## src/rtl/memory_cycle.sv

```systemverilog
// Memory stage: drives the data bus for loads/stores and registers W-stage results.
// Ports: M-stage inputs, dmem request/response, registered W outputs, StallM.
module memory_cycle (
  input  logic        clk,
  input  logic        rst,
  input  logic        RegWriteM,
  input  logic        ResultSrcM,
  input  logic        MemWriteM,
  input  logic [2:0]  funct3M,
  input  logic [4:0]  RdM,
  input  logic [31:0] PCPlus4M,
  input  logic [31:0] ALU_ResultM,
  input  logic [31:0] WriteDataM,
  output logic        dmem_req,
  output logic        dmem_we,
  output logic [31:0] dmem_addr,
  output logic [31:0] dmem_wdata,
  output logic [3:0]  dmem_be,
  input  logic [31:0] dmem_rdata,
  input  logic        dmem_ack,
  output logic        RegWriteW,
  output logic        ResultSrcW,
  output logic [4:0]  RdW,
  output logic [31:0] PCPlus4W,
  output logic [31:0] ALU_ResultW,
  output logic [31:0] ReadDataW,
  output logic        MisalignW,
  output logic        StallM
);

  typedef enum logic {IDLE, BUSY} state_t;

  state_t      state_q, state_d;
  logic        access, is_load, misalign, mis_acc, start;
  logic [3:0]  be_n;
  logic [31:0] wdata_n;

  logic        rw_q, rs_q, ld_q, we_q;
  logic [2:0]  f3_q;
  logic [4:0]  rd_q;
  logic [31:0] pc_q, alu_q, wdata_q;
  logic [3:0]  be_q;

  logic        rw_d, rs_d, mis_d;
  logic [4:0]  rdw_d;
  logic [31:0] pcw_d, aluw_d, rdat_d;
  logic [31:0] fmt, sh_b;
  logic [15:0] half;

  // A store wins when both load and store are flagged.
  assign access  = ResultSrcM | MemWriteM;
  assign is_load = ResultSrcM & ~MemWriteM;

  always_comb begin
    misalign = 1'b0;
    unique case (funct3M[1:0])
      2'b01:   misalign = ALU_ResultM[0];
      2'b10:   misalign = |ALU_ResultM[1:0];
      default: misalign = 1'b0;
    endcase
  end

  assign mis_acc = access & misalign;
  assign start   = (state_q == IDLE) & access & ~misalign;

  always_comb begin
    be_n    = 4'b0000;
    wdata_n = WriteDataM;
    if (MemWriteM) begin
      unique case (funct3M[1:0])
        2'b00: begin
          be_n    = 4'b0001 << ALU_ResultM[1:0];
          wdata_n = {4{WriteDataM[7:0]}};
        end
        2'b01: begin
          be_n    = 4'b0011 << ALU_ResultM[1:0];
          wdata_n = {2{WriteDataM[15:0]}};
        end
        default: be_n = 4'b1111;
      endcase
    end
  end

  always_ff @(posedge clk or posedge rst) begin
    if (rst) begin
      rw_q    <= 1'b0;
      rs_q    <= 1'b0;
      ld_q    <= 1'b0;
      we_q    <= 1'b0;
      f3_q    <= 3'd0;
      rd_q    <= 5'd0;
      pc_q    <= 32'd0;
      alu_q   <= 32'd0;
      wdata_q <= 32'd0;
      be_q    <= 4'd0;
    end else if (start) begin
      rw_q    <= RegWriteM;
      rs_q    <= ResultSrcM;
      ld_q    <= is_load;
      we_q    <= MemWriteM;
      f3_q    <= funct3M;
      rd_q    <= RdM;
      pc_q    <= PCPlus4M;
      alu_q   <= ALU_ResultM;
      wdata_q <= wdata_n;
      be_q    <= be_n;
    end
  end

  assign sh_b = dmem_rdata >> {alu_q[1:0], 3'b000};
  assign half = alu_q[1] ? dmem_rdata[31:16] : dmem_rdata[15:0];

  always_comb begin
    unique case (f3_q)
      3'b000:  fmt = {{24{sh_b[7]}}, sh_b[7:0]};
      3'b001:  fmt = {{16{half[15]}}, half};
      3'b100:  fmt = {24'd0, sh_b[7:0]};
      3'b101:  fmt = {16'd0, half};
      default: fmt = dmem_rdata;
    endcase
  end

  // Defaults form the bubble; only a pass-through or retire overrides.
  always_comb begin
    state_d = state_q;
    StallM  = 1'b0;
    rw_d    = 1'b0;
    rs_d    = 1'b0;
    mis_d   = 1'b0;
    rdw_d   = 5'd0;
    pcw_d   = 32'd0;
    aluw_d  = 32'd0;
    rdat_d  = 32'd0;
    unique case (state_q)
      IDLE: begin
        if (start) begin
          StallM  = 1'b1;
          state_d = BUSY;
        end else begin
          rw_d   = RegWriteM & ~mis_acc;
          rs_d   = ResultSrcM;
          mis_d  = mis_acc;
          rdw_d  = RdM;
          pcw_d  = PCPlus4M;
          aluw_d = ALU_ResultM;
        end
      end
      BUSY: begin
        if (dmem_ack) begin
          state_d = IDLE;
          rw_d    = rw_q;
          rs_d    = rs_q;
          rdw_d   = rd_q;
          pcw_d   = pc_q;
          aluw_d  = alu_q;
          rdat_d  = ld_q ? fmt : 32'd0;
        end else begin
          StallM = 1'b1;
        end
      end
      default: state_d = IDLE;
    endcase
  end

  always_ff @(posedge clk or posedge rst) begin
    if (rst) begin
      state_q     <= IDLE;
      RegWriteW   <= 1'b0;
      ResultSrcW  <= 1'b0;
      MisalignW   <= 1'b0;
      RdW         <= 5'd0;
      PCPlus4W    <= 32'd0;
      ALU_ResultW <= 32'd0;
      ReadDataW   <= 32'd0;
    end else begin
      state_q     <= state_d;
      RegWriteW   <= rw_d;
      ResultSrcW  <= rs_d;
      MisalignW   <= mis_d;
      RdW         <= rdw_d;
      PCPlus4W    <= pcw_d;
      ALU_ResultW <= aluw_d;
      ReadDataW   <= rdat_d;
    end
  end

  assign dmem_req   = (state_q == BUSY);
  assign dmem_we    = dmem_req & we_q;
  assign dmem_be    = dmem_req ? be_q : 4'b0000;
  assign dmem_addr  = {alu_q[31:2], 2'b00};
  assign dmem_wdata = wdata_q;

endmodule

```

## config.mk

```make
export PLATFORM = sky130hd
export DESIGN_NAME = memory_cycle
export DESIGN_NICKNAME = d
export VERILOG_FILES = /design/src/rtl/memory_cycle.sv
export SDC_FILE = /design/constraint.sdc
export NUM_CORES = 1
export LEC_CHECK = 0
export ABC_CLOCK_PERIOD_IN_PS = 11500
export CORE_ASPECT_RATIO = 1.75
export CORE_MARGIN = 1
export CORE_UTILIZATION = 35
export DETAILED_ROUTE_END_ITERATION = 6
export HOLD_SLACK_MARGIN = 0.12
export PLACE_DENSITY = 0.64
export SYNTH_ARGS = -nofsm -noshare
export SYNTH_HDL_FRONTEND = slang
export SYNTH_SLANG_ARGS = --single-unit
```

## constraint.sdc

```tcl
create_clock -name clk -period 11.5 [get_ports clk]
set_clock_uncertainty 0.1 [all_clocks]
set_input_delay 1.15 -clock clk [delete_from_list [all_inputs] [get_ports clk]]
set_output_delay 1.15 -clock clk [all_outputs]
set_load 0.03 [all_outputs]
```

## Yosys cells after proc, flatten, opt, wreduce, memory -nomap -nowiden

Cells that the tools add are included.
Widths: inputs -> output; s select.

| word-level totals | value |
|---|---|
| flip-flop bits (word level) | 217 |
| output and inout port bits | 175 |
| logic and storage cells | 71 |

| operators by class | value |
|---|---|
| equal/unequal tests | 5 |
| shift-type cells | 3 |
| mux-type cells | 31 |
| bitwise gates (word level) | 11 |
| reductions and logical operators | 3 |

Operators with widths:

| cell | number |
|---|---|
| $mux 32 | 8 |
| $pmux 32 s2 | 3 |
| $pmux 32 s4 | 1 |
| $shr 32x5->8 | 1 |
| $mux 16 | 1 |
| $mux 5 | 2 |
| $pmux 5 s2 | 1 |
| $mux 1 | 8 |
| $mux 4 | 2 |
| $pmux 1 s2 | 4 |
| $pmux 4 s2 | 1 |
| $and 1x1->1 | 6 |
| $eq 3x3->1 const B | 2 |
| $not 1->1 | 4 |
| $shl 1x2->4 const A | 1 |
| $shl 2x2->4 const A | 1 |
| $eq 3x1->1 const B | 1 |
| $logic_not 3->1 | 1 |
| $eq 2x1->1 const B | 1 |
| $eq 2x2->1 const B | 1 |
| $logic_not 2->1 | 1 |
| $reduce_or 2->1 | 1 |
| $or 1x1->1 | 1 |

## Depth between registers and ports, before layout

Gate-level depths: netlist of the first run.

| depth | value |
|---|---|
| word-level depth | 7 |
| depth in mapped cells | 10 |
| gate-level depth less buffers | 6 |

## Worst setup path after synthesis of the first run

No wires, ideal clock.

| path | value |
|---|---|
| path type | input port to output port |
| from | in funct3M[1] |
| to | out StallM |
| arrival time | 2.548 ns |
| slack | 7.702 ns |
| stages | 9 |
| buffers on the path | 4 |
| cells stage by stage | inv_1 > ha_1 > buf_2 > nand3_1 > nand4bb_1 > buf_2 > buf_6 > buf_2 > o21ai_0 |

| on the way | value |
|---|---|
| longest elaborated chain between the ends | 6 |

Ends and longest elaborated chain:

| element | RTL line | source |
|---|---|---|
| start, declared | 9 | `input logic [2:0] funct3M,` |
| $eq 2x2->1 or $eq 2x1->1 (tied branches) | 56 | `unique case (funct3M[1:0])` |
| $pmux 1 s2 (*) | 56 |  |
| $not 1->1 (*) | 64 | `assign start = (state_q == IDLE) & access & ~misalign;` |
| $and 1x1->1 (*) | 64 |  |
| $mux 1 (*) | 136 | `if (start) begin` |
| $pmux 1 s2 (*) | 134 | `unique case (state_q)` |
| end, declared | 28 | `output logic StallM` |

Every way passes the cells marked *; elsewhere a longest branch is shown, timed or not.

## Worst setup path in the final report of the first run

Same ends and word-level chain as after synthesis.

==> results of run 1 <==
worst max-delay path, stage by stage:
cell and delay [ns]:
clkdlybuf4s50_1 0.43, inv_1 0.12, ha_1 0.55, nand3_1 0.29, nand4bb_4 0.16, o21ai_0 0.21, clkdlybuf4s50_1 0.66
layout make-up:
class / instances / area (um^2)
fillers: 2273 / 12400
flip-flops and latches: 217 / 5430
repair buffers: 320 / 3190
multi-input cells: 390 / 3030
clock buffers: 34 / 677
well taps: 316 / 395
clock inverters: 6 / 82.6
inverters: 7 / 33.8
diodes: 1 / 2.50
cell usage after synthesis, types with 2 or more instances:
cell and count:
nand2b_1 4, o21ai_0 30, buf_2 27, and2_1 8
nand2_1 57, ha_1 3, a211oi_1 7, o22ai_1 12
dfrtp_1 217, mux2_2 83, nor2_1 6, buf_6 6
clkbuf_1 14, a222oi_1 7, a22o_1 80, a21o_1 2
mux2i_1 10, and3_1 2, buf_1 5, mux2_4 3
inv_1 7, nand3_1 2, o21a_1 2, a21oi_1 24
nor2b_1 15, a22oi_1 16, buf_4 32
metrics by stage:
stage	utilization	power, W	area (um^2)	hold WS, ns
after detailed placement	0.479	0.00236	12100	0.372
after floorplan	-	0.00190	8990	0.342
final	0.509	0.00309	12800	0.381
after CTS	0.509	0.00313	12800	0.385
after global placement	0.479	0.00234	12100	0.361
after global routing	0.509	0.00323	12800	0.408
kinds of logic (layout without fill, tap and decap cells):
group,count (synthesis),count (layout),share of synthesized area
muxes,97,97,0.121
and+or+nand+nor,100,100,0.0546
DFF,217,217,0.604
other,1,3,0.000417
adders and majority gates,3,3,0.00418
buffers and inverters,92,367,0.0607
AOI/OAI and AO/OA,188,188,0.154
path summary, 6_finish.rpt:
path                                     start        endpoint  slack [ns]  cells past startpoint
worst max-delay path                funct3M[1]          StallM        6.68                      7
worst min-delay path            dmem_wdata[18]  dmem_wdata[18]        0.38                      2
worst max register to register        dmem_req   ReadDataW[10]        8.52                      5
worst min register to register  dmem_wdata[18]  dmem_wdata[18]        0.38                      2
max in group asynchronous                  rst       alu_q[31]        8.90                      3
min in group asynchronous                  rst       alu_q[26]        1.03                      2
state kept, by name, summed over array words and instances (netlist names):
name and count:
ALU_ResultW 32, MisalignW 1, PCPlus4W 32, RdW 5
ReadDataW 32, RegWriteW 1, ResultSrcW 1, alu_q 32
be_q 4, dmem_req 1, dmem_wdata 32, f3_q 3
ld_q 1, pc_q 32, rd_q 5, rs_q 1
rw_q 1, we_q 1
routing by layer:
layer | wire length (um) | share of wire | track usage
met1 | 9380 | 0.36 | 0.220
met2 | 14000 | 0.54 | 0.355
met3 | 1530 | 0.059 | 0.0346
met4 | 1100 | 0.042 | 0.0956
met5 | 0 | 0 | 0
power groups by stage:
stage	Sequential (W)	Clock, W	Combinational [W]
3_3_place_gp	0.00114	0	0.00120
5_1_grt	0.00116	0.000800	0.00127
4_1_cts	0.00113	0.000777	0.00122
3_5_place_dp	0.00114	0	0.00121
6_report	0.00113	0.000754	0.00120
2_1_floorplan	0.00134	0	0.000555
==> impl_metrics.csv, run 1 <==
group,metric,value,unit
clocking,cts_root_buf,"clkbuf_16",
layout,final_common_cell,"clkdlybuf4s50_1",
critical_path,worstPathArrival,3.57,ns
sta,setup_viol,0,
drt,final_antenna_net_count,0,
floorplan,die_w,123,um
clocking,post_cts_buffers,0,
layout,area_growth,42.9,%
synthesis,synth_edf_count,0,
global_route,grt.total_usage,0.198,
floorplan,start_util,0.356,
power_and_ir_drop,p_leak,5.61,nW
synthesis,synthArstFlopShare,1.00,
drt,first_pass_iters,6,
synthesis,synth_area_leader_cell,"dfrtp_1",
critical_path,path_class,"primary input to primary output",
synthesis,post_synth.cell_area_avg,12.9,um^2
layout,layout.nets,1103,
global_route,grt_pass1_wl,39.3,mm
layout,final_cells,1291,
flow_run,drv_cap,0,
sta,hold_viol_final,0,
place,numPortBuffers,314,
floorplan,row_count,77,
drt,drc,0,
place,dp_worst_setup_slack,6.70,ns
sta,rsz0062_at_grt,"no",
sta,min_period,4.82,ns
clocking,htree_levels,1,
power_and_ir_drop,power.internal,0.00198,W
layout,final_cell_mix,"clkdlybuf4s50_1, dfrtp_1, mux2_2",
layout,drive_above_1_share,0.138,
drt,drt_iter0_markers,384,
place,dp.cells,1250,
clocking,cts_max_path_buffers,3,
power_and_ir_drop,power_density,240,nW/um^2
drt,wl_per_cell,20.2,um
power_and_ir_drop,p_comb_frac,0.389,
power_and_ir_drop,irDropWorstVdd,0.135,mV
clocking,cts_hold_buf,0,
synthesis,synth.top_cell.area_share,0.604,
drt,vias,6571,
clocking,tritoncts,"done",
sta,finalSetupTns,0,ns
synthesis,synthDistinctLibCells,44,
synthesis,synthFlopType,"dfrtp_1",
global_route,grt_max_degree,89,
floorplan,die-height,214,um
global_route,grt_pass1_vias,6709,
floorplan,dieArea,26300,um^2
sta,finalCritPeriodShare,0.419,
global_route,gr-total-overflow,0,
synthesis,post_synth_instance_area,8990,um^2
synthesis,yosys_warnings,0,
sta,final_max_slew_viol_count,0,
sta,maxSlewHeadroom,0.367,
sta,fmaxAchievable,208,MHz
power_and_ir_drop,seq_power_share,0.366,
synthesis,synth_cells,698,
drt,avgViaCountPerCell,5.09,
power_and_ir_drop,switching_share,0.358,
clocking,clock_latency,0.51,ns
clocking,cts-buffers-inserted,22,
floorplan,io_pins,317,
place,place_congestion,0.835,
critical_path,crit_path_max_fanout,17,
critical_path,end_kind,"primary output",
clocking,postCtsResizedCells,0,
sta,tightest_slew,0.949,ns
power_and_ir_drop,switching_power,0.00111,W
sta,fin_ws,6.68,ns
synthesis,seq_area_frac_synth,0.604,
floorplan,coreArea,25200,um^2
status,status,"completed",
drt,finalWirelength,26.0,mm
synthesis,synth_area_leaders,"dfrtp_1, mux2_2, a22o_1, buf_4, nand2_1",
global_route,grt_antenna_before_repair,1,
clocking,cts_sinks,217,
hold_path,hold_path.class,"flop to flop",
power_and_ir_drop,clockPowerShare,0.244,
clocking,clk_pin_slew,0.06,ns
place,dpl.hpwl,18.2,mm
synthesis,yosys_register_bits,217,
critical_path,start_kind,"primary input",
critical_path,cp.required,10.25,ns
Note: power is estimated with default switching activity, not from simulation.
==> run 2, diff against run 1 <==
--- a/config.mk
+++ b/config.mk
@@ -5,7 +5,7 @@
 export SDC_FILE = /design/constraint.sdc
 export NUM_CORES = 1
 export LEC_CHECK = 0
-export ABC_CLOCK_PERIOD_IN_PS = 11500
+export ABC_CLOCK_PERIOD_IN_PS = 4550
 export CORE_ASPECT_RATIO = 1.75
 export CORE_MARGIN = 1
 export CORE_UTILIZATION = 35
==> constraint.sdc (replaced) <==
create_clock -name clk -period 4.55 [get_ports clk]
set_clock_uncertainty 0.1 [all_clocks]
set_input_delay 0.455 -clock clk [delete_from_list [all_inputs] [get_ports clk]]
set_output_delay 0.455 -clock clk [all_outputs]
set_load 0.03 [all_outputs]
==> impl_metrics.csv, run 2 (synthesis gave the netlist of run 1 again) <==
group,metric,value,unit
status,status,"completed",
flow_run,drv_cap,0,
global_route,gr-total-overflow,0,
critical_path,r2r_end,"ReadDataW[15]",
sta,rsz0062_at_grt,"no",
clocking,cts_hold_buf,0,
place,numPortBuffers,314,
sta,hold_viol_final,0,
critical_path,cp.required,3.99,ns
critical_path,reg2regPathDepth,4,
power_and_ir_drop,power_density,597,nW/um^2
drt,wl_per_cell,20.1,um
critical_path,crit_end,"StallM",
sta,finalSetupTns,0,ns
critical_path,cp-startpoint,"funct3M[0]",
critical_path,start_kind,"primary input",
clocking,clock_latency,0.51,ns
drt,drt_iter0_markers,273,
global_route,grt_pass1_vias,6936,
sta,final_max_slew_viol_count,0,
global_route,grt_pass1_wl,39.7,mm
critical_path,path_class,"primary input to primary output",
critical_path,rr_startpoint,"alu_q[1]",
floorplan,start_util,0.356,
clocking,clk_pin_slew,0.07,ns
global_route,grt_max_degree,184,
floorplan,die-height,214,um
sta,tightest_slew,1.11,ns
layout,layout.nets,1104,
critical_path,crit_path_max_fanout,3,
clocking,cts_sinks,217,
clocking,post_cts_buffers,0,
sta,setup_viol,0,
layout,area_growth,42.6,%
clocking,tritoncts,"done",
layout,drive_above_1_share,0.137,
drt,vias,6579,
drt,finalWirelength,26.0,mm
drt,first_pass_iters,6,
floorplan,row_count,77,
drt,avgViaCountPerCell,5.09,
sta,min_period,3.19,ns
floorplan,io_pins,317,
layout,final_cell_mix,"clkdlybuf4s50_1, dfrtp_1, mux2_2",
global_route,grt_antenna_before_repair,1,
drt,final_antenna_net_count,0,
clocking,cts_root_buf,"clkbuf_16",
power_and_ir_drop,p_leak,5.58,nW
sta,fmaxAchievable,314,MHz
layout,final_common_cell,"clkdlybuf4s50_1",
drt,drc,0,
power_and_ir_drop,power.total,0.00764,W
clocking,postCtsResizedCells,0,
clocking,htree_levels,1,
hold_path,hold_path.class,"primary input to asynchronous set/reset pin",
critical_path,worstPathArrival,2.63,ns
global_route,grt.total_usage,0.199,
floorplan,die_w,123,um
place,dpl.hpwl,17.9,mm
place,place_congestion,0.854,
critical_path,r2r_setup_slack,2.29,ns
clocking,cts_max_path_buffers,3,
power_and_ir_drop,irDropWorstVdd,0.309,mV
clocking,cts-buffers-inserted,22,
floorplan,coreArea,25200,um^2
critical_path,end_kind,"primary output",
floorplan,dieArea,26300,um^2
sta,maxSlewHeadroom,0.261,
sta,finalCritPeriodShare,0.700,
[run 2: routing by layer]
| metal | global-route usage | vias up | share of wire |
|---|---|---|---|
| met1 | 0.208 | 3281 | 0.35 |
| met3 | 0.0304 | 52 | 0.057 |
| met2 | 0.374 | 235 | 0.55 |
| met5 | 0 | - | 0 |
| li1 | - | 3011 | - |
| met4 | 0.0944 | 0 | 0.042 |
[run 2: layout make-up]
cell class | instances | area (um^2)
antenna | 2 | 5.00
inverter | 7 | 30.0
multi-input combinational | 390 | 3030
tap | 316 | 395
sequential | 217 | 5430
fill | 2217 | 12400
timing repair buffer | 321 | 3230
clock inverter | 7 | 43.8
clock buffer | 32 | 639
[run 2: metrics by stage]
stage | worst slack (ns) | instances | util | area [um^2] | hold slack [ns]
floorplan | 1.17 | 699 | - | 8990 | 0.342
global route | 1.26 | 1291 | 0.507 | 12800 | 0.396
global placement | 1.41 | 1251 | 0.480 | 12100 | 0.361
CTS | 1.37 | 1290 | 0.507 | 12800 | 0.350
detailed placement | 1.39 | 1251 | 0.480 | 12100 | 0.370
finish | 1.36 | 1292 | 0.507 | 12800 | 0.352
[run 2: worst min-delay path by stage]
| stage | to | slack, ns | cells after the start |
|---|---|---|---|
| 2_1_floorplan | be_q[2] | 0.34 | 2 |
| 3_3_place_gp | dmem_wdata[14] | 0.36 | 2 |
| 3_5_place_dp | dmem_wdata[25] | 0.37 | 2 |
| 4_1_cts | ALU_ResultW[21] | 0.35 | 3 |
| 5_1_grt | alu_q[18] | 0.40 | 3 |
| 6_report | alu_q[23] | 0.35 | 3 |
[run 2: where the power goes]
part	switching [W]	leakage (nW)	internal (W)
registers	0.000351	2.72	0.00251
logic	0.00167	2.53	0.00137
clock network	0.000765	0.332	0.000978
total	0.00279	5.58	0.00485
[run 2: worst max-delay path: stages]
cell and delay [ns]:
clkdlybuf4s50_1 0.52, inv_1 0.09, ha_1 0.33, nand3_1 0.16, nand4bb_4 0.14, o21ai_0 0.15, clkdlybuf4s50_1 0.78
==> run 3, diff against run 2 <==
--- a/config.mk
+++ b/config.mk
@@ -5,13 +5,13 @@
 export SDC_FILE = /design/constraint.sdc
 export NUM_CORES = 1
 export LEC_CHECK = 0
-export ABC_CLOCK_PERIOD_IN_PS = 4550
+export ABC_CLOCK_PERIOD_IN_PS = 2900
 export CORE_ASPECT_RATIO = 1.75
 export CORE_MARGIN = 1
 export CORE_UTILIZATION = 35
 export DETAILED_ROUTE_END_ITERATION = 6
 export HOLD_SLACK_MARGIN = 0.12
-export PLACE_DENSITY = 0.64
+export PLACE_DENSITY = 0.66
 export SYNTH_ARGS = -nofsm -noshare
 export SYNTH_HDL_FRONTEND = slang
 export SYNTH_SLANG_ARGS = --single-unit
==> constraint.sdc (replaced) <==
create_clock -name clk -period 2.9 [get_ports clk]
set_clock_uncertainty 0.1 [all_clocks]
set_input_delay 0.29 -clock clk [delete_from_list [all_inputs] [get_ports clk]]
set_output_delay 0.29 -clock clk [all_outputs]
set_load 0.03 [all_outputs]
==> impl_metrics.csv, run 3 (synthesis gave the netlist of run 1 again) <==
group,metric,value,unit
status,status,"completed",
global_route,grt_max_degree,131,
hold_path,hold_path.class,"primary input to asynchronous set/reset pin",
layout,layout.nets,1115,
critical_path,cp.required,2.51,ns
global_route,grt_pass1_vias,6968,
power_and_ir_drop,seq_power_share,0.363,
critical_path,r2r_end,"ALU_ResultW[30]",
clocking,postCtsResizedCells,0,
clocking,cts_hold_buf,0,
global_route,grt_antenna_before_repair,3,
floorplan,row_count,77,
critical_path,crit_path_max_fanout,11,
sta,min_period,2.36,ns
drt,finalWirelength,25.4,mm
layout,num-fill-cells,2209,
power_and_ir_drop,switching_share,0.356,
clocking,clock_latency,0.52,ns
drt,first_pass_iters,5,
clocking,cts_root_buf,"clkbuf_16",
floorplan,coreArea,25200,um^2
clocking,cts-buffers-inserted,22,
drt,vias,6566,
global_route,grt_pass1_wl,38.9,mm
critical_path,r2r_setup_slack,0.95,ns
place,numPortBuffers,314,
drt,drt_iter0_markers,327,
clocking,htree_levels,1,
drt,avgViaCountPerCell,5.05,
layout,final_core_util,0.513,
power_and_ir_drop,switching_power,0.00434,W
layout,area_growth,44.1,%
critical_path,worstPathArrival,1.97,ns
drt,wl_per_cell,19.6,um
power_and_ir_drop,power_density,940,nW/um^2
clocking,tritoncts,"done",
critical_path,start_kind,"flop",
layout,final_cell_mix,"clkdlybuf4s50_1, dfrtp_1, mux2_2",
floorplan,die-height,214,um
power_and_ir_drop,power.internal,0.00783,W
floorplan,dieArea,26300,um^2
clocking,clk_pin_slew,0.06,ns
layout,drive_above_1_share,0.148,
global_route,grt.busiest_layer,"met2",
sta,tightest_slew,0.896,ns
sta,hold_ws,0.174,ns
sta,finalCritPeriodShare,0.814,
clocking,cts_max_path_buffers,3,
power_and_ir_drop,irDropWorstVdd,0.725,mV
flow_run,drv_cap,0,
global_route,use_met1,0.204,
global_route,grt_util_met2,0.360,
critical_path,reg2regPathDepth,3,
place,dpl.hpwl,18.1,mm
drt,final_antenna_net_count,0,
floorplan,start_util,0.356,
global_route,grt.total_usage,0.195,
critical_path,rr_startpoint,"dmem_req",
floorplan,die_w,123,um
floorplan,io_pins,317,
power_and_ir_drop,p_comb_frac,0.401,
critical_path,end_kind,"primary output",
power_and_ir_drop,power.total,0.0122,W
sta,maxSlewHeadroom,0.403,
sta,rsz0062_at_grt,"no",
global_route,grt_util_met3,0.0384,
sta,hold_viol_final,0,
critical_path,path_class,"flop to primary output",
global_route,gr-total-overflow,0,
layout,final_common_cell,"clkdlybuf4s50_1",
drt,drc,0,
clocking,post_cts_buffers,0,
clocking,cts_sinks,217,
sta,final_max_slew_viol_count,0,
place,place_congestion,0.853,
sta,fmaxAchievable,424,MHz
sta,setup_viol,0,
power_and_ir_drop,clockPowerShare,0.236,
power_and_ir_drop,p_leak,5.67,nW
-- run 3: cell types whose count changed in the layout (fill, tap and decap cells not counted), sizes merged --
cell           change
bufinv             +2
clkbuf             -1
clkinvlp           -2
clkdlybuf4s50      -1
inv                +1
clkinv             -1
buf               +12
diode              -1
-- run 3: final cells by class --
type	count	area, um^2	share of cell area
Sequential cell	217	5430	0.419
Tap cell	316	395	0.0305
Inverter	7	30.0	0.00232
Antenna cell	1	2.50	0.000193
Multi-Input combinational cell	390	3030	0.234
Clock buffer	31	634	0.0490
Clock inverter	7	100	0.00773
Timing Repair Buffer	332	3330	0.257
-- run 3: metrics by stage --
stage / setup WS [ns] / std cells / cell area (um^2) / TNS [ns]
6_report: 0.540 / 1301 / 13000 / 0
3_5_place_dp: 0.383 / 1262 / 12200 / 0
2_1_floorplan: -0.316 / 699 / 8990 / -68.60
4_1_cts: 0.476 / 1300 / 12900 / 0
5_1_grt: 0.427 / 1301 / 13000 / 0
3_3_place_gp: 0.455 / 1262 / 12200 / 0
-- run 3: how the worst max path moves through the flow --
stage                          start              to  slack (ns)
after floorplan                  rst  ALU_ResultW[0]       -0.32
after global placement    funct3M[1]        alu_q[5]        0.45
after detailed placement  funct3M[1]        pc_q[23]        0.38
after CTS                   dmem_req      dmem_be[3]        0.48
after global routing        dmem_req      dmem_be[1]        0.43
final                       dmem_req      dmem_be[3]        0.54
-- run 3: per-layer routing --
| layer | part of all wire | up-vias |
|---|---|---|
| met5 | 0.00098 | - |
| met4 | 0.044 | 4 |
| met3 | 0.062 | 59 |
| met2 | 0.55 | 233 |
| met1 | 0.35 | 3248 |
| li1 | - | 3022 |
-- run 3: power by group through the flow --
stage | combinational [W] | clock, W | sequential (W)
floorplan | 0.00220 | 0 | 0.00533
global placement | 0.00488 | 0 | 0.00444
detailed placement | 0.00492 | 0 | 0.00447
CTS | 0.00493 | 0.00297 | 0.00442
global route | 0.00515 | 0.00307 | 0.00453
finish | 0.00488 | 0.00288 | 0.00442
-- run 3: worst max-delay path: stages (launching register included) --
cell and delay [ns]:
dfrtp_1 0.54, and2_1 0.19, clkdlybuf4s50_1 0.73
